--- src/rtl/scene_raygen_cfg.sv ---
// scene_raygen_cfg
// Double-buffered scene configuration (camera, pixel-plane origin, pixel-step
// vectors, lanterns) with a per-pixel location generator streamed over
// valid/ready. Writes go to a shadow bank; the active bank is refreshed only
// when a frame starts, so a frame always renders with one consistent setup.
module scene_raygen_cfg #(
  parameter  int COORD_W  = 12,
  parameter  int N_LIGHTS = 2,
  parameter  int H_RES    = 320,
  parameter  int V_RES    = 240,
  parameter  int ADDR_W   = $clog2(4 + N_LIGHTS),
  localparam int COL_W    = (H_RES > 1) ? $clog2(H_RES) : 1,
  localparam int ROW_W    = (V_RES > 1) ? $clog2(V_RES) : 1
) (
  input  logic                                   clk,
  input  logic                                   rst,
  input  logic                                   cfg_wr_valid,
  input  logic [ADDR_W-1:0]                      cfg_wr_addr,
  input  logic [3*COORD_W-1:0]                   cfg_wr_data,
  output logic                                   cfg_wr_err,
  input  logic                                   frame_start,
  output logic                                   frame_busy,
  output logic                                   frame_done,
  output logic [2:0][COORD_W-1:0]                camera_location,
  output logic [N_LIGHTS-1:0][2:0][COORD_W-1:0]  lantern_location,
  output logic                                   pix_valid,
  input  logic                                   pix_ready,
  output logic [2:0][COORD_W-1:0]                pix_loc,
  output logic [COL_W-1:0]                       pix_col,
  output logic [ROW_W-1:0]                       pix_row,
  output logic                                   pix_last
);

  // Register map: 0 camera, 1 begin, 2 delta_u, 3 delta_v, 4+k lantern k.
  localparam int NUM_REGS  = 4 + N_LIGHTS;
  localparam int IDX_CAM   = 0;
  localparam int IDX_BEGIN = 1;
  localparam int IDX_DU    = 2;
  localparam int IDX_DV    = 3;
  localparam int IDX_LANT  = 4;

  // One 3-D vector, x in the least significant component.
  typedef logic [2:0][COORD_W-1:0] vec_t;

  typedef enum logic {
    ST_IDLE = 1'b0,
    ST_RUN  = 1'b1
  } state_t;

  // Power-up / reset contents of each configuration entry.
  function automatic vec_t default_vec(input int idx);
    vec_t v;
    v = '0;
    if (idx == IDX_CAM) begin
      v[0] = COORD_W'(4090);
      v[1] = COORD_W'(2000);
      v[2] = COORD_W'(1002);
    end else if (idx == IDX_BEGIN) begin
      v[0] = COORD_W'(2785);
      v[1] = COORD_W'(1541);
      v[2] = COORD_W'(798);
    end else if (idx == IDX_DU) begin
      v[0] = COORD_W'(36);
      v[1] = COORD_W'(89);
      v[2] = COORD_W'(82);
    end else if (idx == IDX_LANT) begin
      v[0] = COORD_W'(3242);
      v[1] = COORD_W'(1731);
      v[2] = COORD_W'(761);
    end
    return v;
  endfunction

  // Component-wise add; each lane wraps modulo 2^COORD_W, so a
  // two's-complement delta steps backwards without any special casing.
  function automatic vec_t vadd(input vec_t a, input vec_t b);
    vec_t s;
    for (int k = 0; k < 3; k++) begin
      s[k] = a[k] + b[k];
    end
    return s;
  endfunction

  vec_t r_shadow [NUM_REGS];
  vec_t r_active [NUM_REGS];
  vec_t w_commit_val [NUM_REGS];

  logic [NUM_REGS-1:0] w_hit;
  logic                w_addr_bad;
  logic                w_commit;

  state_t r_state;
  state_t w_state_next;

  vec_t             r_loc;
  vec_t             r_row_acc;
  vec_t             w_row_next;
  logic [COL_W-1:0] r_col;
  logic [ROW_W-1:0] r_row;
  logic             r_done;
  logic             r_wr_err;

  logic w_accept;
  logic w_col_end;
  logic w_row_end;
  logic w_at_last;

  // ------------------------------------------------------------------
  // Configuration banks
  // ------------------------------------------------------------------

  assign w_addr_bad = cfg_wr_valid && (32'(cfg_wr_addr) >= 32'(NUM_REGS));
  assign w_commit   = (r_state == ST_IDLE) && frame_start;

  // Per-entry write decode and commit value. A write landing in the same
  // cycle as the commit is forwarded so it takes effect for this frame.
  for (genvar gi = 0; gi < NUM_REGS; gi++) begin : g_entry
    assign w_hit[gi]        = cfg_wr_valid && (32'(cfg_wr_addr) == 32'(gi));
    assign w_commit_val[gi] = w_hit[gi] ? vec_t'(cfg_wr_data) : r_shadow[gi];
  end

  // Shadow bank: absorbs every in-range write, whatever the frame state.
  always_ff @(posedge clk) begin
    if (rst) begin
      for (int i = 0; i < NUM_REGS; i++) begin
        r_shadow[i] <= default_vec(i);
      end
    end else begin
      for (int i = 0; i < NUM_REGS; i++) begin
        if (w_hit[i]) begin
          r_shadow[i] <= vec_t'(cfg_wr_data);
        end
      end
    end
  end

  // Active bank: refreshed from the shadow (plus bypassed write) on commit only.
  always_ff @(posedge clk) begin
    if (rst) begin
      for (int i = 0; i < NUM_REGS; i++) begin
        r_active[i] <= default_vec(i);
      end
    end else if (w_commit) begin
      for (int i = 0; i < NUM_REGS; i++) begin
        r_active[i] <= w_commit_val[i];
      end
    end
  end

  // Out-of-range write indication, one cycle after the offending write.
  always_ff @(posedge clk) begin
    if (rst) begin
      r_wr_err <= 1'b0;
    end else begin
      r_wr_err <= w_addr_bad;
    end
  end

  assign cfg_wr_err      = r_wr_err;
  assign camera_location = r_active[IDX_CAM];

  for (genvar gi = 0; gi < N_LIGHTS; gi++) begin : g_lantern
    assign lantern_location[gi] = r_active[IDX_LANT + gi];
  end

  // ------------------------------------------------------------------
  // Frame sequencing
  // ------------------------------------------------------------------

  assign w_accept   = pix_valid && pix_ready;
  assign w_col_end  = (r_col == COL_W'(H_RES - 1));
  assign w_row_end  = (r_row == ROW_W'(V_RES - 1));
  assign w_at_last  = w_col_end && w_row_end;
  assign w_row_next = vadd(r_row_acc, r_active[IDX_DV]);

  // State register.
  always_ff @(posedge clk) begin
    if (rst) begin
      r_state <= ST_IDLE;
    end else begin
      r_state <= w_state_next;
    end
  end

  // Next-state logic: start from IDLE, leave RUN only when the last pixel goes.
  always_comb begin
    w_state_next = r_state;
    case (r_state)
      ST_IDLE: if (frame_start) w_state_next = ST_RUN;
      ST_RUN:  if (w_accept && w_at_last) w_state_next = ST_IDLE;
      default: w_state_next = ST_IDLE;
    endcase
  end

  // State-decoded outputs: a pixel is on offer for the whole of RUN.
  always_comb begin
    pix_valid  = 1'b0;
    frame_busy = 1'b0;
    pix_last   = 1'b0;
    if (r_state == ST_RUN) begin
      pix_valid  = 1'b1;
      frame_busy = 1'b1;
      pix_last   = w_at_last;
    end
  end

  // End-of-frame pulse, raised the cycle after the final pixel is taken.
  always_ff @(posedge clk) begin
    if (rst) begin
      r_done <= 1'b0;
    end else begin
      r_done <= (r_state == ST_RUN) && w_accept && w_at_last;
    end
  end

  assign frame_done = r_done;

  // ------------------------------------------------------------------
  // Pixel location generator
  // ------------------------------------------------------------------

  // Walk the pixel plane: step by delta_u along a row; at row end restart
  // from the row accumulator advanced by delta_v. Holds while stalled.
  always_ff @(posedge clk) begin
    if (rst) begin
      r_loc     <= '0;
      r_row_acc <= '0;
      r_col     <= '0;
      r_row     <= '0;
    end else if (w_commit) begin
      r_loc     <= w_commit_val[IDX_BEGIN];
      r_row_acc <= w_commit_val[IDX_BEGIN];
      r_col     <= '0;
      r_row     <= '0;
    end else if (w_accept && !w_at_last) begin
      if (w_col_end) begin
        r_col     <= '0;
        r_row     <= r_row + ROW_W'(1);
        r_row_acc <= w_row_next;
        r_loc     <= w_row_next;
      end else begin
        r_col     <= r_col + COL_W'(1);
        r_loc     <= vadd(r_loc, r_active[IDX_DU]);
      end
    end
  end

  assign pix_loc = r_loc;
  assign pix_col = r_col;
  assign pix_row = r_row;

endmodule

--- config.mk ---
export PLATFORM = sky130hd
export DESIGN_NAME = scene_raygen_cfg
export DESIGN_NICKNAME = d
export VERILOG_FILES = /design/src/rtl/scene_raygen_cfg.sv
export SDC_FILE = /design/constraint.sdc
export NUM_CORES = 1
export LEC_CHECK = 0
export ABC_CLOCK_PERIOD_IN_PS = 9200
export CAP_MARGIN = 5
export CORE_MARGIN = 5
export CORE_UTILIZATION = 59
export DETAILED_ROUTE_END_ITERATION = 10
export GPL_ROUTABILITY_DRIVEN = 1
export HOLD_SLACK_MARGIN = 0.06
export PLACE_DENSITY = 0.91
export SKIP_CTS_REPAIR_TIMING = 1
export SYNTH_ARGS = -nofsm -noshare
export SYNTH_HDL_FRONTEND = slang
export SYNTH_SLANG_ARGS = --single-unit
--- constraint.sdc ---
create_clock -name clk -period 9.2 [get_ports clk]
set_input_delay 1.84 -clock clk [delete_from_list [all_inputs] [get_ports clk]]
set_output_delay 1.84 -clock clk [all_outputs]
set_load 0.01 [all_outputs]
---- Yosys cells after proc, flatten, opt, wreduce, memory -nomap -nowiden ----
Memory sizes are Yosys's and may differ from the RTL's.
Index checks and enable logic that the tools add are counted.
word-level totals
  register bits after elaboration ......... 92
  RAM bits ................................ 432
  input port bits ......................... 44
  output and inout bits ................... 166
  word-level logic and storage cells ...... 120
  memories ................................ 2
cells by class
  add/subtract/negate cells ............... 8
  $lt $le $gt $ge ......................... 1
  equality and inequality tests ........... 7
  multiplexer cells ....................... 57
  bitwise gates (word level) .............. 13
  reduce and logical (&&, ||, !) cells .... 21
memory list
  name      words  width  read ports  clocked after Yosys merged registers in  write ports  line  text
  r_active  6      36     5           0                                        6            85    vec_t r_active [NUM_REGS];
  r_shadow  6      36     6           0                                        6            84    vec_t r_shadow [NUM_REGS];
operators by type and width
  cell                   count
  $mux W36               28
  $add A12 B12 Y12       6
  $mux W1                27
  $logic_and A1 B1 Y1    14
  $or A1 B1 Y1           12
  $add A9 B1 Y9 const B  1
  $eq A9 B9 Y1 const B   1
  $mux W9                1
  $add A8 B1 Y8 const B  1
  $eq A8 B8 Y1 const B   1
  $eq A3 B2 Y1 const B   2
  $eq A3 B3 Y1 const B   2
  $reduce_and A2 Y1      2
  $reduce_bool A2 Y1     2
  $eq A3 B1 Y1 const B   1
  $ge A3 B3 Y1 const B   1
  $logic_not A3 Y1       1
  $pmux W1 S2            1
  $reduce_or A2 Y1       1
  $logic_not A1 Y1       1
  $not A1 Y1             1

---- Logic depth before layout (Yosys ltp) ----
Gate-level depths: netlist (run 1).
  word-level depth ........................ 6
  gate-level depth with buffers ........... 10
  depth with buffers taken out ............ 10

---- Worst setup path before layout (run 1) ----
Ideal clock, no wire load.
  path kind ............................... input -> register
  from .................................... input port frame_start
  to ...................................... memory r_active[0][0] (netlist name), enable pin
  library setup time ...................... 0.615 ns
  arrival time ............................ 7.631 ns
  setup slack ............................. 0.953 ns
  cell stages on the path ................. 5
  cells stage by stage .................... nor2b_1 -> clkbuf_1 -> nor2_1 -> inv_1 -> clkbuf_1
RTL lines
  element          line  text
  start, declared  21    input logic frame_start,
  end, declared    85

==> flow_metrics.env, run 1 <==
export IMPL_vias=19300
export IMPL_fin_skew_ns=0.0187
export IMPL_crit_arrival_ns=5.27
export IMPL_netlist_area_leader_share_pct=48.6
export IMPL_rows=74
export IMPL_cts_sinks=488
export IMPL_clk_latency_ns=0.61
export IMPL_async_flop_share_pct=0
export IMPL_hpwl_um=43100
export IMPL_hold_violations=0
export IMPL_syn_nets=2546
export IMPL_fmax_mhz=198
export IMPL_multi_input_area_mm2=0.00919
export IMPL_cts_tree="done"
export IMPL_drive_gt1_share_pct=5.65
export IMPL_numCtsBuffers=49
export IMPL_yosysWarnings=0
export IMPL_cp_required_ns=9.41
export IMPL_antenna_found_initial=1
export IMPL_seqCellArea_mm2=0.0137
export IMPL_slowest_delay_ns=0.95
export IMPL_grt_pass1_wl_um=106000
export IMPL_drc=0
export IMPL_post_place_ws_ns=3.61
export IMPL_cap_violations=0
export IMPL_leakage_nw=10.6
export IMPL_drt_iter0_drc=2548
export IMPL_slew_headroom_pct=12.4
export IMPL_core_area_mm2=0.0409
export IMPL_port_buffers=209
export IMPL_hp_class="reg -> reg"
export IMPL_ant_nets=0
export IMPL_end_kind="register"
export IMPL_synth_seq_area_share_pct=56.1
export IMPL_postSynthRegisterBits=488
export IMPL_rsz0062_at_grt="no"
export IMPL_synthToLayoutAreaGrowth_pct=12.8
export IMPL_grt_use_total_pct=29.6
export IMPL_worst_slew_pin_slew_ns=1.31
export IMPL_start_util_pct=59.8
export IMPL_clock_root_buffer="clkbuf_16"
export IMPL_cts_clk_slew_worst_paths_ns=0.06
export IMPL_crit_type="in -> reg"
export IMPL_place_congestion=0.950
export IMPL_postLayoutCellArea_mm2=0.0276
export IMPL_cpMostUsedCell="buf_4"
export IMPL_synthCells=2428
export IMPL_drtPass1Iterations=7
export IMPL_grt_max_degree=118
export IMPL_synth_edf_count=396
export IMPL_finalCoreUtilization_pct=67.5
export IMPL_synth_fa_ha_area_share_pct=3.97
export IMPL_die_w_um=214
export IMPL_grt_pass1_vias=18800
export IMPL_clockBufferDepth=3
export IMPL_final_common_cell="nand2_1"
export IMPL_hold_depth=2
export IMPL_reg2regPathDepth=9
export IMPL_synthTopCellsByArea="edfxtp_1 49%, nand2_1 8.4%, dfxtp_1 7.5%"
export IMPL_setup_viol=0
export IMPL_fillers=2796
export IMPL_cp_depth=6
export IMPL_p_per_area_mw_per_mm2=196
export IMPL_synth_mux_area_fraction_pct=0.619
export IMPL_die_h_um=214
export IMPL_die_area_mm2=0.0456
export IMPL_crit_chain="clkdlybuf4s50_1, nor2b_4, buf_4, nor2_1, clkinv_4, buf_4"
export IMPL_synth_top_family_by_area="simple AND/OR/NAND/NOR gates"
export IMPL_path_delay_family="buffers and inverters"
export IMPL_cp_slowest_cell="buf_4"
export IMPL_final_cell_mix="544 x nand2_1, 396 x edfxtp_1, 224 x a21oi_1, 208 x clkdlybuf4s50_1, 132 x and3_1"
export IMPL_period_needed_ns=5.06
export IMPL_yosys_area_top_type="edfxtp_1"
export IMPL_status="completed"
export IMPL_syn_cell_area_mm2=0.0245
export IMPL_ys_types=74
export IMPL_synthSimpleGateAreaFrac_pct=19.9
export IMPL_nets=2538
export IMPL_viasPerCell=6.46
export IMPL_placed_cell_area_mm2=0.0260
export IMPL_synth_ff_type="edfxtp_1"
export IMPL_synth_compound_area_share_pct=10.6
export IMPL_syn_mean_instance_area_um2=10.1
export IMPL_power_total_mw=5.40
export IMPL_ios=210
export IMPL_drt_total_wl_um=69000
export IMPL_wl_per_cell_um=23.1
export IMPL_cp_max_fo=117
export IMPL_irDropWorstVdd_mv=0.168
export IMPL_cp_start_kind="primary input"
export IMPL_setup_tns_ns=0
export IMPL_finalCritPeriodShare_pct=54.9
export IMPL_drv_slew=0
export IMPL_overflow=0
export IMPL_htree_num_levels=2
export IMPL_critPathBufInv=4
export IMPL_yosys_area_share_xor_xnor_pct=2.25
export IMPL_setup_ws_ns=4.14
==> layer usage <==
| layer | GRT usage (%) | part of all wire, % | vias to the layer above | wire, um |
|---|---|---|---|---|
| li1 | - | - | 8473 | - |
| met1 | 41.4 | 37 | 9175 | 25300 |
| met2 | 46.5 | 46 | 1480 | 31700 |
| met3 | 6.70 | 14 | 190 | 9780 |
| met4 | 10.2 | 3.3 | 2 | 2290 |
| met5 | 0 | 0.019 | - | 13 |
==> worst paths after layout <==
path                                                      end  slack, ns                  startpoint
worst max-delay path            r_active[0][72]$_SDFFCE_PN0P_       4.14                 frame_start
worst min-delay path               r_row_acc[12]$_SDFFE_PP0P_       0.49  r_row_acc[12]$_SDFFE_PP0P_
worst max register to register       pix_loc[22]$_SDFFE_PP0P_       5.57     pix_col[0]$_SDFFE_PP0P_
worst min register to register     r_row_acc[12]$_SDFFE_PP0P_       0.49  r_row_acc[12]$_SDFFE_PP0P_
==> Yosys cell counts (21+ instances only) <==
library cell / n
a21o_1: 21
a21oi_1: 225
and2_1: 40
and3_1: 133
buf_4: 110
clkbuf_1: 160
dfxtp_1: 92
edfxtp_1: 396
ha_1: 68
nand2_1: 548
nand3_1: 70
nor2_1: 103
nor3_1: 32
o21ai_0: 40
or3_1: 74
xnor2_1: 38
xor2_1: 25
==> through the flow <==
step / std cells / hold WS (ns)
after floorplan: 2428 / 0.450
after global placement: 2901 / 0.469
after detailed placement: 2901 / 0.478
after CTS: 2992 / 0.489
after global routing: 2992 / 0.512
final: 2993 / 0.492
==> state kept, by name, summed over array words and instances (netlist names) <==
name and flops:
r_active 180, pix_col 9, r_row_acc 36, frame_done 1, cfg_wr_err 1, r_shadow 216, pix_row 8, r_state 1
pix_loc 36
==> worst min-delay path, stage by stage (launching register included) <==
cell      delay [ns]
dfxtp_1         0.32
nand2_1         0.05
a311oi_1        0.07
==> cell type report <==
type / count / share of cell area [%]
clock inverters: 33 / 1.29
well taps: 532 / 2.41
clock buffers: 58 / 4.68
inverters: 18 / 0.263
diodes: 1 / 0.00906
flip-flops and latches: 488 / 49.7
multi-input cells: 1626 / 33.3
repair buffers: 237 / 8.33
==> kinds of logic (layout without fill, tap and decap cells) <==
family | after synthesis | count (layout)
DFF | 488 | 488
buffers and inverters | 314 | 346
muxes | 15 | 15
other | 0 | 1
xor gates and xnor gates | 63 | 63
adders and majority gates | 74 | 74
and+or+nand+nor | 1050 | 1050
AOI/OAI and AO/OA | 424 | 424
==> power by group <==
part           total, mW  switching, mW  internal, mW
Clock               2.06          0.898          1.16
Sequential          2.64         0.0919          2.54
Combinational      0.708          0.434         0.274
Total               5.40           1.42          3.98
Power figures use the tool's default switching activity.
==> inputs of run 2 (changes only) <==
--- a/config.mk
+++ b/config.mk
@@ -5,7 +5,7 @@
 export SDC_FILE = /design/constraint.sdc
 export NUM_CORES = 1
 export LEC_CHECK = 0
-export ABC_CLOCK_PERIOD_IN_PS = 9200
+export ABC_CLOCK_PERIOD_IN_PS = 4700
 export CAP_MARGIN = 5
 export CORE_MARGIN = 5
 export CORE_UTILIZATION = 59
==> constraint.sdc (replaced) <==
create_clock -name clk -period 4.7 [get_ports clk]
set_input_delay 0.94 -clock clk [delete_from_list [all_inputs] [get_ports clk]]
set_output_delay 0.94 -clock clk [all_outputs]
set_load 0.01 [all_outputs]
==> run 2 against run 1 <==
- global-route usage grew 0.90 points
- clock power grew 95%
- worst hold slack lost 0.0046 ns
- register-to-register slack lost 3.9 ns
- die area is the same
- cell count grew 0.33%
- critical path depth shrank 1
- flip-flop and latch count is the same
- core utilization grew 0.25 points
- sequential power grew 95%
- wire length grew 3.7%
- critical path type is now reg -> out
- critical endpoint is now pix_last
==> flow_metrics.env, run 2 (synthesis results as in run 1) <==
export IMPL_start_util_pct=59.8
export IMPL_drc=0
export IMPL_die_area_mm2=0.0456
export IMPL_numCtsBuffers=48
export IMPL_r2r_setup_slack_ns=1.70
export IMPL_cp_required_ns=3.76
export IMPL_hold_path_startpoint="r_row_acc[27]$_SDFFE_PP0P_"
export IMPL_setup_tns_ns=0
export IMPL_slew_headroom_pct=30.9
export IMPL_reg_top3="r_shadow: 216 flops, r_active: 180 flops"
export IMPL_largest_reg_flops=216
export IMPL_viasPerCell=6.48
export IMPL_finalCritPeriodShare_pct=77.5
export IMPL_vias=19500
export IMPL_crit_reg2reg_launch="pix_row[0]$_SDFFE_PP0P_"
export IMPL_placed_cell_area_mm2=0.0261
export IMPL_wl_per_cell_um=23.8
export IMPL_setup_viol=0
export IMPL_end_kind="output port"
export IMPL_cp_max_fo=9
export IMPL_die_h_um=214
export IMPL_final_common_cell="nand2_1"
export IMPL_rsz0062_at_grt="no"
export IMPL_nets=2548
export IMPL_synthToLayoutAreaGrowth_pct=13.3
export IMPL_top_register="r_shadow"
export IMPL_ant_nets=0
export IMPL_hold_depth=2
export IMPL_crit_type="reg -> out"
export IMPL_die_w_um=214
export IMPL_fmax_mhz=275
export IMPL_cts_sinks=488
export IMPL_drive_gt1_share_pct=5.72
export IMPL_hpwl_um=45300
export IMPL_antenna_found_initial=6
export IMPL_period_needed_ns=3.64
export IMPL_htree_num_levels=2
export IMPL_drtPass1Iterations=7
export IMPL_cp_start_kind="register"
export IMPL_clock_root_buffer="clkbuf_16"
export IMPL_core_area_mm2=0.0409
export IMPL_hp_class="reg -> reg"
export IMPL_cts_tree="done"
export IMPL_drt_iter0_drc=2980
export IMPL_irDropWorstVdd_mv=0.263
export IMPL_clockBufferDepth=3
export IMPL_port_buffers=209
export IMPL_drv_slew=0
export IMPL_leakage_nw=10.7
export IMPL_reg2regPathDepth=9
export IMPL_final_cell_mix="543 x nand2_1, 396 x edfxtp_1, 224 x a21oi_1, 208 x clkdlybuf4s50_1, 132 x and3_1"
export IMPL_p_per_area_mw_per_mm2=382
export IMPL_grt_pass1_vias=18700
export IMPL_postLayoutCellArea_mm2=0.0277
export IMPL_cts_clk_slew_worst_paths_ns=0.06
export IMPL_rows=74
export IMPL_place_congestion=0.903
export IMPL_status="completed"
export IMPL_worst_slew_pin_slew_ns=1.04
export IMPL_hold_violations=0
export IMPL_grt_use_total_pct=30.5
export IMPL_grt_max_degree=87
export IMPL_fin_skew_ns=0.0333
export IMPL_rr_endpoint="pix_loc[7]$_SDFFE_PP0P_"
export IMPL_clk_latency_ns=0.60
export IMPL_crit_arrival_ns=2.70
export IMPL_cap_violations=0
export IMPL_drt_total_wl_um=71600
export IMPL_overflow=0
export IMPL_grt_pass1_wl_um=109000
export IMPL_hold_end="r_row_acc[27]$_SDFFE_PP0P_"
export IMPL_ios=210
## run 2: cell count changes in the layout (fill, tap and decap cells not counted), moves of 2 or more
cell        delta
clkinv_4       -4
buf_12         +4
clkbuf_8       +2
clkbuf_1       +7
clkinvlp_4     -3
clkinv_2       -6
diode_2        +3
buf_4          +7
## run 2: worst max-delay path by stage
stage / from / endpoint / slack, ns
detailed placement: frame_start / r_active[0][163]$_SDFFCE_PN1P_ / 1.07
finish: pix_row[0]$_SDFFE_PP0P_ / pix_last / 1.06
global route: pix_row[0]$_SDFFE_PP0P_ / pix_last / 0.92
global placement: frame_start / r_active[0][32]$_SDFFCE_PN1P_ / 1.14
CTS: pix_row[0]$_SDFFE_PP0P_ / pix_last / 1.06
floorplan: frame_start / r_active[0][0]$_SDFFCE_PN0P_ / 0.17
## run 2: area by class of cell
cell class              instances  area (um^2)
diodes                          4         10.0
repair buffers                248         2430
inverters                      18         75.1
multi-input cells            1626         9200
well taps                     532          666
clock inverters                21          285
flip-flops and latches        488        13700
clock buffers                  66         1320
fillers                      2784        13200
## run 2: worst max-delay path, cell delays in order, from the launching register on
cell and delay (ns):
dfxtp_1 0.44, ha_1 0.20, nand3b_1 0.09, nor3_2 0.55, and3_1 0.28, clkdlybuf4s50_1 0.56
## run 2: power breakdown
group	total, mW	internal (mW)	switching [mW]	leakage [nW]
Clock	4.01	2.30	1.71	0.767
Sequential	5.16	4.98	0.179	4.66
Combinational	1.42	0.549	0.873	5.28
## run 2: layer usage
metal	vias to the layer above	share of wire, %	global-route usage [%]
met3	208	15	7.42
met4	6	3.6	10.4
met5	-	0.059	0
met1	9190	36	42.5
li1	8508	-	-
met2	1539	46	47.8
## run 2: per-stage QoR
step                total power, mW  hold WS [ns]  std cells  util, %  worst slack (ns)
floorplan                      6.09         0.450       2428        -             0.175
global route                   10.9         0.524       3002     67.7             0.916
finish                         10.6         0.487       3003     67.7              1.06
global placement               6.54         0.469       2912     63.8              1.14
detailed placement             6.60         0.479       2912     63.8              1.07
CTS                            10.5         0.491       2999     67.7              1.06
